<file path="config.mk">
export PLATFORM = sky130hd
export DESIGN_NAME = px_frame_reader_flat
export DESIGN_NICKNAME = d
export VERILOG_FILES = /design/src/rtl/px_pkg.sv /design/src/rtl/px_frame_reader_if.sv /design/src/rtl/px_fifo2.sv /design/src/rtl/px_frame_reader.sv /design/src/flat_wrapper.sv
export SDC_FILE = /design/constraint.sdc
export NUM_CORES = 1
export LEC_CHECK = 0
export ABC_AREA = 0
export BUFFER_PORTS_ARGS = -buffer_cell sky130_fd_sc_hd__buf_2
export CAP_MARGIN = 0
export CELL_PAD_IN_SITES_DETAIL_PLACEMENT = 0
export CELL_PAD_IN_SITES_GLOBAL_PLACEMENT = 1
export CORE_ASPECT_RATIO = 0.5
export CORE_MARGIN = 5
export CORE_UTILIZATION = 30
export CTS_CLUSTER_SIZE = 40
export DETAILED_ROUTE_END_ITERATION = 16
export PLACE_DENSITY = 0.61
export SLEW_MARGIN = 20
export SYNTH_ARGS = -nofsm -noshare
export SYNTH_HDL_FRONTEND = slang
export SYNTH_HIERARCHICAL = 1
export SYNTH_SLANG_ARGS = --single-unit
export TNS_END_PERCENT = 5
</file>
<file path="constraint.sdc">
create_clock -name clk -period 3.4 [get_ports clk]
set_input_delay 0.51 -clock clk [delete_from_list [all_inputs] [get_ports clk]]
set_output_delay 0.51 -clock clk [all_outputs]
set_load 0.03 [all_outputs]
</file>
<file path="src/rtl/px_pkg.sv">
// Image geometry and pixel word layout shared by the frame-buffer read path
// and the column-histogram logic.
package px_pkg;

  localparam int unsigned c_img_cols    = 80;
  localparam int unsigned c_img_rows    = 60;
  localparam int unsigned c_img_pxls    = c_img_cols * c_img_rows;
  localparam int unsigned c_nb_img_pxls = 13;
  localparam int unsigned c_nb_cols     = 7;
  localparam int unsigned c_nb_rows     = 6;
  localparam int unsigned c_nb_buf      = 12;

  // 4R/4G/4B pixel, red in the MSBs
  localparam int unsigned c_red_msb = 11;
  localparam int unsigned c_grn_msb = 7;
  localparam int unsigned c_blu_msb = 3;

  typedef enum logic [1:0] {
    IDLE  = 2'd0,
    READ  = 2'd1,
    DRAIN = 2'd2
  } rd_state_t;

  typedef struct packed {
    logic [c_nb_img_pxls-1:0] addr;
    logic [c_nb_cols-1:0]     col;
    logic [c_nb_rows-1:0]     row;
    logic                     eol;
    logic                     eof;
  } px_tag_t;

  typedef struct packed {
    logic [c_nb_buf-1:0] pxl;
    px_tag_t             tag;
  } px_word_t;

endpackage

</file>
<file path="src/rtl/px_frame_reader_if.sv">
// Frame-buffer read port plus the processed-pixel stream, seen from the reader
// (master) and from the buffer/consumer side (slave).
interface px_frame_reader_if;
  import px_pkg::*;

  logic                     buf_rd_en;
  logic [c_nb_img_pxls-1:0] buf_addr;
  logic [c_nb_buf-1:0]      buf_data;

  logic                     proc_valid;
  logic                     proc_ready;
  logic [c_nb_buf-1:0]      proc_pxl;
  logic [c_nb_img_pxls-1:0] proc_addr;
  logic [c_nb_cols-1:0]     proc_col;
  logic [c_nb_rows-1:0]     proc_row;
  logic                     proc_eol;
  logic                     proc_eof;

  modport master (
    output buf_rd_en, buf_addr,
    input  buf_data,
    output proc_valid, proc_pxl, proc_addr, proc_col, proc_row, proc_eol, proc_eof,
    input  proc_ready
  );

  modport slave (
    input  buf_rd_en, buf_addr,
    output buf_data,
    input  proc_valid, proc_pxl, proc_addr, proc_col, proc_row, proc_eol, proc_eof,
    output proc_ready
  );

endinterface

</file>
<file path="src/rtl/px_fifo2.sv">
// Two-entry synchronous FIFO; pushing while full is only accepted alongside a pop.
module px_fifo2 #(
  parameter int unsigned W = 8
) (
  input  logic         clk,
  input  logic         rst,
  input  logic         push,
  input  logic         pop,
  input  logic [W-1:0] din,
  output logic [W-1:0] dout,
  output logic [1:0]   count,
  output logic         empty,
  output logic         full
);

  logic [W-1:0] mem [2];
  logic         wr_ptr;
  logic         rd_ptr;
  logic         push_ok;
  logic         pop_ok;

  assign empty   = (count == 2'd0);
  assign full    = (count == 2'd2);
  assign pop_ok  = pop && !empty;
  assign push_ok = push && (!full || pop_ok);
  assign dout    = mem[rd_ptr];

  always_ff @(posedge clk or negedge rst) begin
    if (!rst) begin
      mem[0] <= '0;
      mem[1] <= '0;
      wr_ptr <= 1'b0;
      rd_ptr <= 1'b0;
      count  <= 2'd0;
    end else begin
      if (push_ok) begin
        mem[wr_ptr] <= din;
        wr_ptr      <= ~wr_ptr;
      end
      if (pop_ok) begin
        rd_ptr <= ~rd_ptr;
      end
      count <= count + 2'(push_ok) - 2'(pop_ok);
    end
  end

endmodule

</file>
<file path="src/rtl/px_frame_reader.sv">
// Replays one stored 80x60 frame as a raster-ordered, back-pressured pixel
// stream tagged with address, column, row, end-of-line and end-of-frame.
module px_frame_reader
  import px_pkg::*;
(
  input  logic               clk,
  input  logic               rst,
  input  logic               frame_rdy,
  output logic               busy,
  output logic               overrun,
  px_frame_reader_if.master  bus
);

  localparam logic [c_nb_img_pxls-1:0] c_last_addr = c_nb_img_pxls'(c_img_pxls - 1);
  localparam logic [c_nb_cols-1:0]     c_last_col  = c_nb_cols'(c_img_cols - 1);
  localparam logic [c_nb_rows-1:0]     c_last_row  = c_nb_rows'(c_img_rows - 1);

  rd_state_t                state;
  rd_state_t                state_nxt;
  logic                     rd_go;
  logic                     rd_en;
  logic                     last_rd;
  logic                     inflight;
  logic                     pop;
  logic [2:0]               occupancy;
  logic [c_nb_img_pxls-1:0] rd_addr;
  logic [c_nb_cols-1:0]     rd_col;
  logic [c_nb_rows-1:0]     rd_row;
  px_tag_t                  tag_q;
  px_word_t                 fifo_din;
  px_word_t                 fifo_dout;
  logic [1:0]               fifo_count;
  logic                     fifo_empty;
  logic                     fifo_full;

  // Credit check: FIFO entries plus the read in flight, minus this cycle's pop.
  assign pop       = !fifo_empty && bus.proc_ready;
  assign occupancy = {1'b0, fifo_count} + 3'(inflight) - 3'(pop);
  assign rd_en     = (state == READ) && rd_go && (occupancy < 3'd2)
                     && !(fifo_full && !pop);
  assign last_rd   = (rd_addr == c_last_addr);

  always_ff @(posedge clk or negedge rst) begin
    if (!rst) begin
      state <= IDLE;
    end else begin
      state <= state_nxt;
    end
  end

  always_comb begin
    state_nxt = state;
    case (state)
      IDLE:    if (frame_rdy) state_nxt = READ;
      READ:    if (rd_en && last_rd) state_nxt = DRAIN;
      DRAIN:   if (fifo_empty && !inflight) state_nxt = IDLE;
      default: state_nxt = IDLE;
    endcase
  end

  // Reads start one cycle after entry so the final capture write has landed.
  always_ff @(posedge clk or negedge rst) begin
    if (!rst) begin
      busy    <= 1'b0;
      overrun <= 1'b0;
      rd_go   <= 1'b0;
    end else begin
      busy  <= (state_nxt != IDLE);
      rd_go <= (state == READ);
      if (frame_rdy && (state != IDLE)) begin
        overrun <= 1'b1;
      end
    end
  end

  // Address and raster position of the next read; address holds at the last pixel.
  always_ff @(posedge clk or negedge rst) begin
    if (!rst) begin
      rd_addr <= '0;
      rd_col  <= '0;
      rd_row  <= '0;
    end else if ((state == IDLE) && frame_rdy) begin
      rd_addr <= '0;
      rd_col  <= '0;
      rd_row  <= '0;
    end else if (rd_en && !last_rd) begin
      rd_addr <= rd_addr + c_nb_img_pxls'(1);
      if (rd_col == c_last_col) begin
        rd_col <= '0;
        if (rd_row != c_last_row) begin
          rd_row <= rd_row + c_nb_rows'(1);
        end
      end else begin
        rd_col <= rd_col + c_nb_cols'(1);
      end
    end
  end

  // Tags travel alongside the read so they meet buf_data one cycle later.
  always_ff @(posedge clk or negedge rst) begin
    if (!rst) begin
      tag_q    <= '0;
      inflight <= 1'b0;
    end else begin
      inflight <= rd_en;
      if (rd_en) begin
        tag_q <= '{addr: rd_addr,
                   col:  rd_col,
                   row:  rd_row,
                   eol:  (rd_col == c_last_col),
                   eof:  last_rd};
      end
    end
  end

  assign fifo_din = '{pxl: bus.buf_data, tag: tag_q};

  px_fifo2 #(
    .W ($bits(px_word_t))
  ) u_out_fifo (
    .clk   (clk),
    .rst   (rst),
    .push  (inflight),
    .pop   (pop),
    .din   (fifo_din),
    .dout  (fifo_dout),
    .count (fifo_count),
    .empty (fifo_empty),
    .full  (fifo_full)
  );

  assign bus.buf_rd_en  = rd_en;
  assign bus.buf_addr   = rd_addr;
  assign bus.proc_valid = !fifo_empty;
  assign bus.proc_pxl   = fifo_dout.pxl;
  assign bus.proc_addr  = fifo_dout.tag.addr;
  assign bus.proc_col   = fifo_dout.tag.col;
  assign bus.proc_row   = fifo_dout.tag.row;
  assign bus.proc_eol   = fifo_dout.tag.eol;
  assign bus.proc_eof   = fifo_dout.tag.eof;

endmodule

</file>
<file path="src/flat_wrapper.sv">
// flat-port wrapper written by rule: the top's interface ports become plain ports
module px_frame_reader_flat import px_pkg::*;
  (clk, rst, frame_rdy, busy, overrun, bus_buf_rd_en, bus_buf_addr, bus_buf_data, bus_proc_valid, bus_proc_pxl, bus_proc_addr, bus_proc_col, bus_proc_row, bus_proc_eol, bus_proc_eof, bus_proc_ready);
  px_frame_reader_if bus_i ();
  input  logic clk;
  input  logic rst;
  input  logic frame_rdy;
  output logic busy;
  output logic overrun;
  output wire logic [$bits(bus_i.buf_rd_en)-1:0] bus_buf_rd_en;
  output wire logic [$bits(bus_i.buf_addr)-1:0] bus_buf_addr;
  input wire logic [$bits(bus_i.buf_data)-1:0] bus_buf_data;
  output wire logic [$bits(bus_i.proc_valid)-1:0] bus_proc_valid;
  output wire logic [$bits(bus_i.proc_pxl)-1:0] bus_proc_pxl;
  output wire logic [$bits(bus_i.proc_addr)-1:0] bus_proc_addr;
  output wire logic [$bits(bus_i.proc_col)-1:0] bus_proc_col;
  output wire logic [$bits(bus_i.proc_row)-1:0] bus_proc_row;
  output wire logic [$bits(bus_i.proc_eol)-1:0] bus_proc_eol;
  output wire logic [$bits(bus_i.proc_eof)-1:0] bus_proc_eof;
  input wire logic [$bits(bus_i.proc_ready)-1:0] bus_proc_ready;
  assign bus_buf_rd_en = bus_i.buf_rd_en;
  assign bus_buf_addr = bus_i.buf_addr;
  assign bus_i.buf_data = bus_buf_data;
  assign bus_proc_valid = bus_i.proc_valid;
  assign bus_proc_pxl = bus_i.proc_pxl;
  assign bus_proc_addr = bus_i.proc_addr;
  assign bus_proc_col = bus_i.proc_col;
  assign bus_proc_row = bus_i.proc_row;
  assign bus_proc_eol = bus_i.proc_eol;
  assign bus_proc_eof = bus_i.proc_eof;
  assign bus_i.proc_ready = bus_proc_ready;
  px_frame_reader u_core (.clk(clk), .rst(rst), .frame_rdy(frame_rdy), .busy(busy), .overrun(overrun), .bus(bus_i));
endmodule
</file>
==> run metrics <==
synth top area cells=dfrtp_1 53%, mux2_4 17%, mux2_2 6.7%, nand2_1 5.5%, mux2i_1 2.0%; Synth Register Bits=144; Layout Skew=between 0.008 and 0.009 ns; Distinct cells, synth=50; top_reg_cell synth=dfrtp_1; grt total ovfl=0; register area share after synthesis=52.6%; RR Startpoint=u_core/u_out_fifo/count[1]; FF-to-FF path depth=11; post-synthesis async set-or-reset flop share=between 90% and 100%; minimum clock period=3.15 ns; CTS Hold Bufs=0; run status=finished clean; largest net degree at the start of global routing=65; syn nets=approximately 560; CP Capture Type=primary output; die area=approximately 26000 µm²; Setup TNS Final=0 ns; CP Data Arrival Time=2.64 ns; num rows=39; Worst Tran Pin Value=0.759 ns; IO Count=between 70 and 80; post-detail-place hpwl=10.4 mm; Peak VDD IR=~0.34 mV; synth warn=6; Die W=approximately 220 µm; Mean Syn Cell Area=12.7 µm²; Layout Nets=636; reg2reg end=u_core/bus.buf_addr[11]; clock latency on the worst-skew pair=approximately 0.42 ns; Max Clk Rate=~0.32 GHz; Initial Utilization=30.3%; core area=between 20000 and 25000 µm²; P&R area growth vs syn=19.2%; filler cell count in the final layout=about 2.2k; total chip power=between 0.006 and 0.007 W; Die H=117 µm; First DRT Iteration DRCs=248; Worst-path clk slew=roughly 0.06 ns; multi-input logic area=just over 3000 µm²; Max Buffers Root-to-Sink=2; vias in the first global route=roughly 4.5k; layout cell share with drive strength beyond 1=between 40 and 50%; I/O Buffers=72; routed vias=~4.3k; CTS tree=yes; Inserted Clock Buffers=17; Crit Path Category=register to primary output; register area=between 3000 and 4000 µm²; Via density=about 4.6; routed len/inst=approximately 17 µm; Worst slew margin=49.3%; CTS root buf=clkbuf_16; Synth area leader=dfrtp_1; Setup Viol. Count Final=0; Routed Wire Length=15.6 mm; DR pass1 iterations=4; Pwr per Cell Area=844 nW/µm²; Final period util=just over 90%; worst path required time=around 2.9 ns; GP Congestion=approximately 0.76; first-pass GRT wire length=25.4 mm; total track usage=12.3%; mapped cell area=just under 7000 µm²; path type of the worst min-delay path=primary input to asynchronous set/reset pin; Worst setup SP type=register; Slew Limit Fails=0; Critical Path Fanout Max=8; initial antenna violation count=0; RSZ-0062 raised after global routing=false; Sink Count=approximately 140; H-tree Lvls=4; P_leak=between 3 and 4 nW; gate count of the mapped netlist=540; final hold violations=0; Synth top cells by count=144 x dfrtp_1, 101 x nand2_1, 78 x mux2_4; R2R setup slack=~0.35 ns; Final ANT Viol Nets=0; Post-synth EDFFs=0; # diodes=0; top-count cell post-synth=dfrtp_1; max-cap viol count=0; drt drc=0; share of the synthesized area in the top cell type=a little over half
cells by family after synthesis:
| family | count (synthesis) | synth area share (%) |
|---|---|---|
| DFF | 144 | 52.6 |
| xor gates and xnor gates | 3 | 0.383 |
| muxes | 134 | 26.0 |
| and+or+nand+nor | 173 | 12.7 |
| adders and majority gates | 6 | 1.20 |
| AOI/OAI and AO/OA | 40 | 3.67 |
| buffers and inverters | 40 | 3.45 |
power breakdown:
part / switching [W] / internal, W
registers: 0.000345 / 0.00208
logic: 0.00145 / 0.00110
clock network: 0.000760 / 0.00117
total: 0.00255 / 0.00435
cell type report:
class	instances	share of cell area [%]
flip-flops and latches	144	44.1
repair buffers	85	6.14
inverters	10	0.459
multi-input cells	356	37.1
clock buffers	18	5.25
well taps	307	4.70
clock inverters	14	2.22
routing by layer:
| metal | up-vias | part of all wire, % | track usage (%) |
|---|---|---|---|
| met4 | 0 | 1.1 | 3.67 |
| met1 | 2190 | 48 | 16.8 |
| met2 | 39 | 49 | 20.3 |
| met5 | - | 0 | 0 |
| met3 | 11 | 1.8 | 2.14 |
| li1 | 2038 | - | - |
metrics by stage:
step	hold WS [ns]	utilization [%]	worst slack [ns]	instance area, µm²	instances
6_report	0.0234	36.1	0.252	8170	934
3_5_place_dp	0.468	33.3	0.353	7550	901
2_1_floorplan	0.214	-	0.105	6850	540
5_1_grt	0.0551	36.1	0.0815	8170	934
4_1_cts	0.0311	36.1	0.0221	8160	933
3_3_place_gp	0.468	33.3	0.397	7550	901
state kept, by name, indices dropped and copies added, names as in the netlist:
name,cells
u_core/fifo_din,28
u_core/u_out_fifo/wr_ptr,1
u_core/bus.buf_addr,13
u_core/u_out_fifo/count,2
u_core/u_out_fifo/rd_ptr,1
u_core/rd_go,1
u_core/inflight,1
u_core/rd_row,6
u_core/busy,1
u_core/state,2
u_core/overrun,1
u_core/u_out_fifo/mem,80
u_core/rd_col,7
worst max path at each step:
stage,start,to,slack [ns],cells past startpoint
global route,u_core/u_out_fifo/count[1],bus_buf_rd_en,0.08,9
floorplan,u_core/u_out_fifo/count[1],bus_buf_rd_en,0.10,9
detailed placement,u_core/u_out_fifo/count[1],u_core/rd_row[5],0.35,10
finish,u_core/u_out_fifo/count[1],bus_buf_rd_en,0.25,9
CTS,u_core/u_out_fifo/count[0],bus_buf_rd_en,0.02,9
global placement,bus_proc_ready,u_core/bus.buf_addr[11],0.40,10
what timing repair did:
action / in CTS / in global routing
endpoints found under the hold margin: 0 / 0
setup buffers: 0 / 1
setup endpoints to repair: 1 / 1
gates resized for setup: 2 / 2
critical path, stage by stage, from the launching register on:
cell	delay, ns
dfrtp_2	0.47
nor2_2	0.16
nor2b_1	0.07
ha_1	0.28
nand2b_1	0.16
fa_1	0.48
and4b_1	0.23
o211ai_4	0.09
inv_2	0.09
buf_2	0.20
cells in the final DEF, fill, tap and decap left out, drive strengths merged, types with 2 or more instances in the layout:
cell type | netlist | layout
a21oi | 8 | 8
and2 | 2 | 2
and3 | 2 | 2
and4b | 2 | 2
buf | 21 | 85
bufinv | 0 | 3
clkbuf | 9 | 18
clkinv | 0 | 4
clkinvlp | 0 | 3
dfrtp | 144 | 144
ha | 5 | 5
inv | 10 | 14
mux2 | 120 | 120
mux2i | 14 | 14
nand2 | 101 | 101
nand2b | 6 | 6
nand3 | 13 | 13
nand4 | 5 | 5
nor2 | 7 | 7
nor2b | 3 | 3
nor3 | 2 | 2
nor3b | 2 | 2
nor4 | 8 | 8
nor4bb | 2 | 2
o211ai | 3 | 3
o21ai | 16 | 16
o31ai | 5 | 5
or2 | 8 | 8
or4 | 6 | 6
xnor2 | 3 | 3
Note: power is estimated with default switching activity, not from simulation.
